## src/rtl/fetch_redirect_ctrl_if.sv

```systemverilog
// rtl/fetch_redirect_ctrl_if.sv - redirect request and BPU redirect channel bundle
interface fetch_redirect_ctrl_if #(
    parameter int EPOCH_W = 2,
    parameter int RAS_W   = 3
);
    logic               be_redirect_i;
    logic [31:0]        be_pc_i;
    logic [31:0]        be_target_i;
    logic [RAS_W-1:0]   be_ras_ptr_i;
    logic               pc_redirect_i;
    logic [31:0]        pc_pc_i;
    logic [31:0]        pc_target_i;
    logic [RAS_W-1:0]   pc_ras_ptr_i;
    logic [EPOCH_W-1:0] pc_epoch_i;
    logic               bpu_ready_i;
    logic               redirect_o;
    logic [31:0]        redirect_pc_o;
    logic [31:0]        redirect_target_o;
    logic [RAS_W-1:0]   redirect_ras_ptr_o;
    logic               redirect_src_o;

    modport master (
        output be_redirect_i, be_pc_i, be_target_i, be_ras_ptr_i,
        output pc_redirect_i, pc_pc_i, pc_target_i, pc_ras_ptr_i, pc_epoch_i,
        output bpu_ready_i,
        input  redirect_o, redirect_pc_o, redirect_target_o, redirect_ras_ptr_o, redirect_src_o
    );

    modport slave (
        input  be_redirect_i, be_pc_i, be_target_i, be_ras_ptr_i,
        input  pc_redirect_i, pc_pc_i, pc_target_i, pc_ras_ptr_i, pc_epoch_i,
        input  bpu_ready_i,
        output redirect_o, redirect_pc_o, redirect_target_o, redirect_ras_ptr_o, redirect_src_o
    );
endinterface

```

## src/rtl/fetch_redirect_ctrl.sv

```systemverilog
// rtl/fetch_redirect_ctrl.sv - arbitrates backend and pre-check redirects into the BPU
module fetch_redirect_ctrl #(
    parameter int EPOCH_W      = 2,
    parameter int RAS_W        = 3,
    parameter int DRAIN_CYCLES = 2,
    parameter int CNT_W        = 16
) (
    input  logic                clk,
    input  logic                rst,
    fetch_redirect_ctrl_if.slave rif,
    output logic                flush_fetch_o,
    output logic [EPOCH_W-1:0]  epoch_o,
    output logic                busy_o,
    output logic [CNT_W-1:0]    drop_cnt_o
);
    localparam int DRAIN_W = (DRAIN_CYCLES > 1) ? $clog2(DRAIN_CYCLES) : 1;
    localparam logic [DRAIN_W-1:0] DRAIN_INIT =
        DRAIN_W'((DRAIN_CYCLES > 0) ? DRAIN_CYCLES - 1 : 0);

    typedef enum logic [1:0] {
        IDLE  = 2'd0,
        PEND  = 2'd1,
        DRAIN = 2'd2
    } state_e;

    state_e             state_q, state_d;
    logic               redirect_q, redirect_d;
    logic [31:0]        pc_q, pc_d;
    logic [31:0]        target_q, target_d;
    logic [RAS_W-1:0]   ras_q, ras_d;
    logic               src_q, src_d;
    logic               flush_q, flush_d;
    logic [EPOCH_W-1:0] epoch_q, epoch_d;
    logic [DRAIN_W-1:0] drain_q, drain_d;
    logic [CNT_W-1:0]   drop_q, drop_d;

    logic pc_eligible;
    logic pc_accept;
    logic handshake;

    always_ff @(posedge clk) begin
        if (rst) begin
            state_q    <= IDLE;
            redirect_q <= 1'b0;
            pc_q       <= '0;
            target_q   <= '0;
            ras_q      <= '0;
            src_q      <= 1'b0;
            flush_q    <= 1'b0;
            epoch_q    <= '0;
            drain_q    <= '0;
            drop_q     <= '0;
        end else begin
            state_q    <= state_d;
            redirect_q <= redirect_d;
            pc_q       <= pc_d;
            target_q   <= target_d;
            ras_q      <= ras_d;
            src_q      <= src_d;
            flush_q    <= flush_d;
            epoch_q    <= epoch_d;
            drain_q    <= drain_d;
            drop_q     <= drop_d;
        end
    end

    always_comb begin
        state_d    = state_q;
        redirect_d = redirect_q;
        pc_d       = pc_q;
        target_d   = target_q;
        ras_d      = ras_q;
        src_d      = src_q;
        flush_d    = 1'b0;
        epoch_d    = epoch_q;
        drain_d    = drain_q;
        drop_d     = drop_q;

        // Stale packets carry an old epoch; only the current epoch may redirect.
        pc_eligible = rif.pc_redirect_i && (rif.pc_epoch_i == epoch_q);
        pc_accept   = (state_q == IDLE) && !rif.be_redirect_i && pc_eligible;
        handshake   = redirect_q && rif.bpu_ready_i;

        case (state_q)
            IDLE: ;
            PEND: begin
                if (handshake) begin
                    redirect_d = 1'b0;
                    if (DRAIN_CYCLES == 0) begin
                        state_d = IDLE;
                    end else begin
                        state_d = DRAIN;
                        drain_d = DRAIN_INIT;
                    end
                end
            end
            DRAIN: begin
                if (drain_q == '0) begin
                    state_d = IDLE;
                end else begin
                    drain_d = drain_q - 1'b1;
                end
            end
            default: state_d = IDLE;
        endcase

        // A backend redirect overrides whatever is pending or draining.
        if (rif.be_redirect_i) begin
            state_d    = PEND;
            redirect_d = 1'b1;
            pc_d       = rif.be_pc_i;
            target_d   = rif.be_target_i;
            ras_d      = rif.be_ras_ptr_i;
            src_d      = 1'b1;
            flush_d    = 1'b1;
            epoch_d    = epoch_q + 1'b1;
        end else if (pc_accept) begin
            state_d    = PEND;
            redirect_d = 1'b1;
            pc_d       = rif.pc_pc_i;
            target_d   = rif.pc_target_i;
            ras_d      = rif.pc_ras_ptr_i;
            src_d      = 1'b0;
            flush_d    = 1'b1;
            epoch_d    = epoch_q + 1'b1;
        end

        if (rif.pc_redirect_i && !pc_accept && (drop_q != {CNT_W{1'b1}})) begin
            drop_d = drop_q + 1'b1;
        end
    end

    assign rif.redirect_o         = redirect_q;
    assign rif.redirect_pc_o      = pc_q;
    assign rif.redirect_target_o  = target_q;
    assign rif.redirect_ras_ptr_o = ras_q;
    assign rif.redirect_src_o     = src_q;
    assign flush_fetch_o          = flush_q;
    assign epoch_o                = epoch_q;
    assign busy_o                 = (state_q != IDLE);
    assign drop_cnt_o             = drop_q;
endmodule

```

## src/flat_wrapper.sv

```systemverilog
// flat-port wrapper written by rule: the top's interface ports become plain ports
module fetch_redirect_ctrl_flat 
#(
    parameter int EPOCH_W      = 2,
    parameter int RAS_W        = 3,
    parameter int DRAIN_CYCLES = 2,
    parameter int CNT_W        = 16
)
  (clk, rst, flush_fetch_o, epoch_o, busy_o, drop_cnt_o, rif_be_redirect_i, rif_be_pc_i, rif_be_target_i, rif_be_ras_ptr_i, rif_pc_redirect_i, rif_pc_pc_i, rif_pc_target_i, rif_pc_ras_ptr_i, rif_pc_epoch_i, rif_bpu_ready_i, rif_redirect_o, rif_redirect_pc_o, rif_redirect_target_o, rif_redirect_ras_ptr_o, rif_redirect_src_o);
  fetch_redirect_ctrl_if #(.EPOCH_W(EPOCH_W), .RAS_W(RAS_W)) rif_i ();
  input  logic clk;
  input  logic rst;
  output logic flush_fetch_o;
  output logic [EPOCH_W-1:0] epoch_o;
  output logic busy_o;
  output logic [CNT_W-1:0] drop_cnt_o;
  input wire logic [$bits(rif_i.be_redirect_i)-1:0] rif_be_redirect_i;
  input wire logic [$bits(rif_i.be_pc_i)-1:0] rif_be_pc_i;
  input wire logic [$bits(rif_i.be_target_i)-1:0] rif_be_target_i;
  input wire logic [$bits(rif_i.be_ras_ptr_i)-1:0] rif_be_ras_ptr_i;
  input wire logic [$bits(rif_i.pc_redirect_i)-1:0] rif_pc_redirect_i;
  input wire logic [$bits(rif_i.pc_pc_i)-1:0] rif_pc_pc_i;
  input wire logic [$bits(rif_i.pc_target_i)-1:0] rif_pc_target_i;
  input wire logic [$bits(rif_i.pc_ras_ptr_i)-1:0] rif_pc_ras_ptr_i;
  input wire logic [$bits(rif_i.pc_epoch_i)-1:0] rif_pc_epoch_i;
  input wire logic [$bits(rif_i.bpu_ready_i)-1:0] rif_bpu_ready_i;
  output wire logic [$bits(rif_i.redirect_o)-1:0] rif_redirect_o;
  output wire logic [$bits(rif_i.redirect_pc_o)-1:0] rif_redirect_pc_o;
  output wire logic [$bits(rif_i.redirect_target_o)-1:0] rif_redirect_target_o;
  output wire logic [$bits(rif_i.redirect_ras_ptr_o)-1:0] rif_redirect_ras_ptr_o;
  output wire logic [$bits(rif_i.redirect_src_o)-1:0] rif_redirect_src_o;
  assign rif_i.be_redirect_i = rif_be_redirect_i;
  assign rif_i.be_pc_i = rif_be_pc_i;
  assign rif_i.be_target_i = rif_be_target_i;
  assign rif_i.be_ras_ptr_i = rif_be_ras_ptr_i;
  assign rif_i.pc_redirect_i = rif_pc_redirect_i;
  assign rif_i.pc_pc_i = rif_pc_pc_i;
  assign rif_i.pc_target_i = rif_pc_target_i;
  assign rif_i.pc_ras_ptr_i = rif_pc_ras_ptr_i;
  assign rif_i.pc_epoch_i = rif_pc_epoch_i;
  assign rif_i.bpu_ready_i = rif_bpu_ready_i;
  assign rif_redirect_o = rif_i.redirect_o;
  assign rif_redirect_pc_o = rif_i.redirect_pc_o;
  assign rif_redirect_target_o = rif_i.redirect_target_o;
  assign rif_redirect_ras_ptr_o = rif_i.redirect_ras_ptr_o;
  assign rif_redirect_src_o = rif_i.redirect_src_o;
  fetch_redirect_ctrl #(.EPOCH_W(EPOCH_W), .RAS_W(RAS_W), .DRAIN_CYCLES(DRAIN_CYCLES), .CNT_W(CNT_W)) u_core (.clk(clk), .rst(rst), .rif(rif_i), .flush_fetch_o(flush_fetch_o), .epoch_o(epoch_o), .busy_o(busy_o), .drop_cnt_o(drop_cnt_o));
endmodule
```

## config.mk

```make
export PLATFORM = sky130hd
export DESIGN_NAME = fetch_redirect_ctrl_flat
export DESIGN_NICKNAME = d
export VERILOG_FILES = /design/src/rtl/fetch_redirect_ctrl_if.sv /design/src/rtl/fetch_redirect_ctrl.sv /design/src/flat_wrapper.sv
export SDC_FILE = /design/constraint.sdc
export NUM_CORES = 1
export LEC_CHECK = 0
export ABC_AREA = 1
export ABC_CLOCK_PERIOD_IN_PS = 4200
export BUFFER_PORTS_ARGS = -buffer_cell sky130_fd_sc_hd__buf_2
export CAP_MARGIN = 20
export CORE_MARGIN = 8
export CORE_UTILIZATION = 48
export CTS_CLUSTER_DIAMETER = 60
export DETAILED_ROUTE_END_ITERATION = 7
export PLACE_DENSITY = 0.82
export REMOVE_ABC_BUFFERS = 1
export SLEW_MARGIN = 5
export SYNTH_ARGS = -nofsm -noshare
export SYNTH_HDL_FRONTEND = slang
export SYNTH_SLANG_ARGS = --single-unit
```

## constraint.sdc

```tcl
create_clock -name clk -period 4.2 [get_ports clk]
set_input_delay 0.84 -clock clk [delete_from_list [all_inputs] [get_ports clk]]
set_output_delay 0.84 -clock clk [all_outputs]
set_load 0.02 [all_outputs]
```

==> implementation parameters <==
Parameter                              Value

Clocking
  Buffers from clock root to sink, at most    2
  Post-CTS clock slew at the launch and capture registers of the worst setup and hold paths    0.08 ns
  TritonCTS buffer count    9
  Sinks on Clock Net    91
  Resized Gates After CTS    0
  H-tree levels    3
  Buffer cell driving the clock tree root    clkbuf_8
  Number of hold-repair buffers added at the cts stage    0
  Clock Latency Late Sink    0.36 ns
  Clock tree from TritonCTS    done
  Post-CTS setup buffer count    0

Floorplanning
  Placeable core region    8640 um2
  Standard-cell rows    34
  Vert. Die Dim    110 um
  Number of primary I/O pins    230
  DIE WIDTH    110 um
  Die outline area    12100 um2
  Initial Util    0.489

Placement
  Placement-stage worst setup slack    1.60 ns
  Port buffer count    229
  GP Congestion    0.831
  Detail Placement HPWL    10600 um

Power
  Relative contribution of combinational cells to total power    0.176
  Switching Fraction    0.272
  Switching power    0.000566 W
  Share of power burned in the clock network    0.368
  Power share of the sequential group    0.456
  Peak supply drop    0.169 mV
  Leakage    2.80 nW
  Cell-internal power    0.00152 W
  Power Dens Cells    370 nW/um2

Global routing
  Pin count of the biggest net entering global routing    73
  Initial antenna violation count    2
  Overall track demand over capacity in global routing    0.220
  Global-route wire length before repair    21000 um
  Total congestion overflow after global routing    0
  Via count of the first global-routing pass    4383

STA
  Worst slew slack as a fraction of its limit    0.288
  Max-slew violations    0
  Post-route setup slack    2.17 ns
  Transition time at the pin with the least slew margin    1.07 ns
  Final Critical Period    2.03 ns
  Ratio of final minimum period to clock period    0.483
  Unrepaired setup endpoints after global routing    false
  Final hold viol count    0
  Final setup viols    0
  Maximum clock skew at final layout    0.0112 ns
  Max Clock Freq    493 MHz
  Final setup TNS    0 ns

Worst hold path
  Worst hold path type    register to register
  Cell count of the worst hold path    2
  Worst Hold End    u_core.rif.redirect_target_o[26]
  Hold path startpoint    u_core.rif.redirect_target_o[26]

Layout
  Fraction of layout instances using a drive strength above 1    0.380
  Area added between synthesis and finish    33.1%
  Antenna fix cells    0
  Commonest cells after routing, fill and taps aside    buf_2 (228), dfxtp_1 (91), nand3_1 (78)
  Commonest non-fill, non-tap cell in the layout    buf_2
  Number of nets in the finished design    854

Routing
  Routed wirelength normalized by instance count    16.7 um
  DR pass1 iterations    5
  Average vias per placed instance    5.29
  Final wirelength    13800 um
  Remaining number of nets flagged by the antenna check after routing    0
  Iter 0 DRT Violations    214
  Via Count    4359
  DRC    0

Critical path
  CP arrival    2.24 ns
  Worst R2R Path Depth    8
  Endpoint kind of the worst setup timing path    register
  CP max FO    66
  Destination of the worst register-to-register timing path    u_core.rif.redirect_pc_o[30]
  Classification of the worst setup path    primary input to register
  Startpoint of the lowest-slack register-to-register path    u_core.epoch_o[0]
  Data required time of the worst path    4.41 ns
  Setup slack, reg-to-reg    2.41 ns
  CP startpoint kind    primary input

Synth
  Synthesis warning total    0
  Number of enable flip-flop cells after synthesis    0
  Synth Flop Type    dfxtp_1
  Share of async-settable or async-resettable flops after synthesis    0
  Synth Cell Area    4230 um2
  Cells after Synth    502
  Sequential element share of the synthesized area    0.431
  Mean instance size in the synthesized netlist    8.42 um2
  Flip-flop and latch count after synthesis    91
  Unique masters post-synth    32

Run
  MaxCap Viol Count    0

Status
  Run status    finished clean
==> power by group through the flow <==
stage	Sequential (W)	Combinational, W	Clock [W]
2_1_floorplan	0.00103	0.000120	0
6_report	0.000949	0.000367	0.000767
4_1_cts	0.000949	0.000367	0.000776
3_3_place_gp	0.000965	0.000359	0
3_5_place_dp	0.000968	0.000366	0
5_1_grt	0.000956	0.000395	0.000810
==> routing by layer <==
layer / part of all wire / GRT usage
met1: 0.36 / 0.237
met2: 0.52 / 0.386
met3: 0.079 / 0.0709
met4: 0.031 / 0.0993
met5: 0.0025 / 0
==> critical path, stage by stage <==
cell and delay (ns):
buf_4 0.12, buf_4 0.78, mux2i_1 0.31, o21ai_0 0.11
==> layout make-up <==
cell class / instances / area [um2]
Fill cell: 723 / 3010
Multi-Input combinational cell: 352 / 2120
Sequential cell: 91 / 1820
Timing Repair Buffer: 232 / 1180
Clock inverter: 6 / 138
Tap cell: 108 / 135
Clock buffer: 9 / 124
Inverter: 26 / 97.6
==> synth_stat cells (2+ instances only) <==
| master | number | area, um2 |
|---|---|---|
| a21oi_1 | 19 | 95.1 |
| buf_1 | 7 | 26.3 |
| buf_2 | 10 | 50.1 |
| buf_4 | 2 | 15.0 |
| buf_6 | 5 | 56.3 |
| clkbuf_1 | 9 | 33.8 |
| dfxtp_1 | 91 | 1820 |
| inv_1 | 19 | 71.3 |
| inv_2 | 7 | 26.3 |
| mux2i_1 | 67 | 671 |
| nand2_1 | 67 | 251 |
| nand2_4 | 2 | 22.5 |
| nand3_1 | 78 | 390 |
| nand4_1 | 4 | 25.0 |
| nor2_1 | 19 | 71.3 |
| nor2_2 | 3 | 18.8 |
| o21ai_0 | 43 | 215 |
| o21ai_1 | 21 | 105 |
| o21ai_2 | 8 | 70.1 |
| xnor2_1 | 5 | 43.8 |
| xor2_1 | 5 | 43.8 |
==> logic make-up (layout without fill, tap and decap cells) <==
logic type / after synthesis / count (layout) / synth area share
buffers and inverters: 59 / 273 / 0.0660
adders and majority gates: 1 / 1 / 0.00296
xor gates and xnor gates: 10 / 10 / 0.0207
AOI/OAI and AO/OA: 94 / 94 / 0.120
muxes: 67 / 67 / 0.159
and+or+nand+nor: 180 / 180 / 0.200
DFF: 91 / 91 / 0.431
==> flip-flops by register name, summed over array words and instances (netlist names), 2 cells and up <==
signal and count:
u_core.rif.redirect_pc_o 32, u_core.rif.redirect_target_o 32, u_core.drop_cnt_o 16, u_core.rif.redirect_ras_ptr_o 3, u_core.epoch_o 2, u_core.state_q 2
==> how the worst max path moves through the flow <==
stage	slack, ns	end	startpoint
after floorplan	2.00	u_core.rif.redirect_pc_o[22]	rst
after global placement	1.70	u_core.rif.redirect_pc_o[21]	rif_pc_epoch_i[0]
after detailed placement	1.60	u_core.rif.redirect_target_o[0]	rif_pc_epoch_i[0]
after CTS	1.99	u_core.rif.redirect_target_o[0]	rif_pc_epoch_i[0]
after global routing	2.06	u_core.rif.redirect_target_o[24]	rif_be_redirect_i
final	2.17	u_core.rif.redirect_target_o[24]	rif_be_redirect_i
==> through the flow <==
| stage | util | cell area [um2] | cells | total power, W | hold WS [ns] |
|---|---|---|---|---|---|
| after floorplan | - | 4040 | 469 | 0.00115 | 0.448 |
| after global placement | 0.619 | 5340 | 808 | 0.00132 | 0.461 |
| after detailed placement | 0.619 | 5340 | 808 | 0.00133 | 0.468 |
| after CTS | 0.649 | 5600 | 823 | 0.00209 | 0.482 |
| after global routing | 0.651 | 5620 | 824 | 0.00216 | 0.500 |
| final | 0.651 | 5620 | 824 | 0.00208 | 0.476 |
No activity file was read; power rests on OpenSTA's default activity.
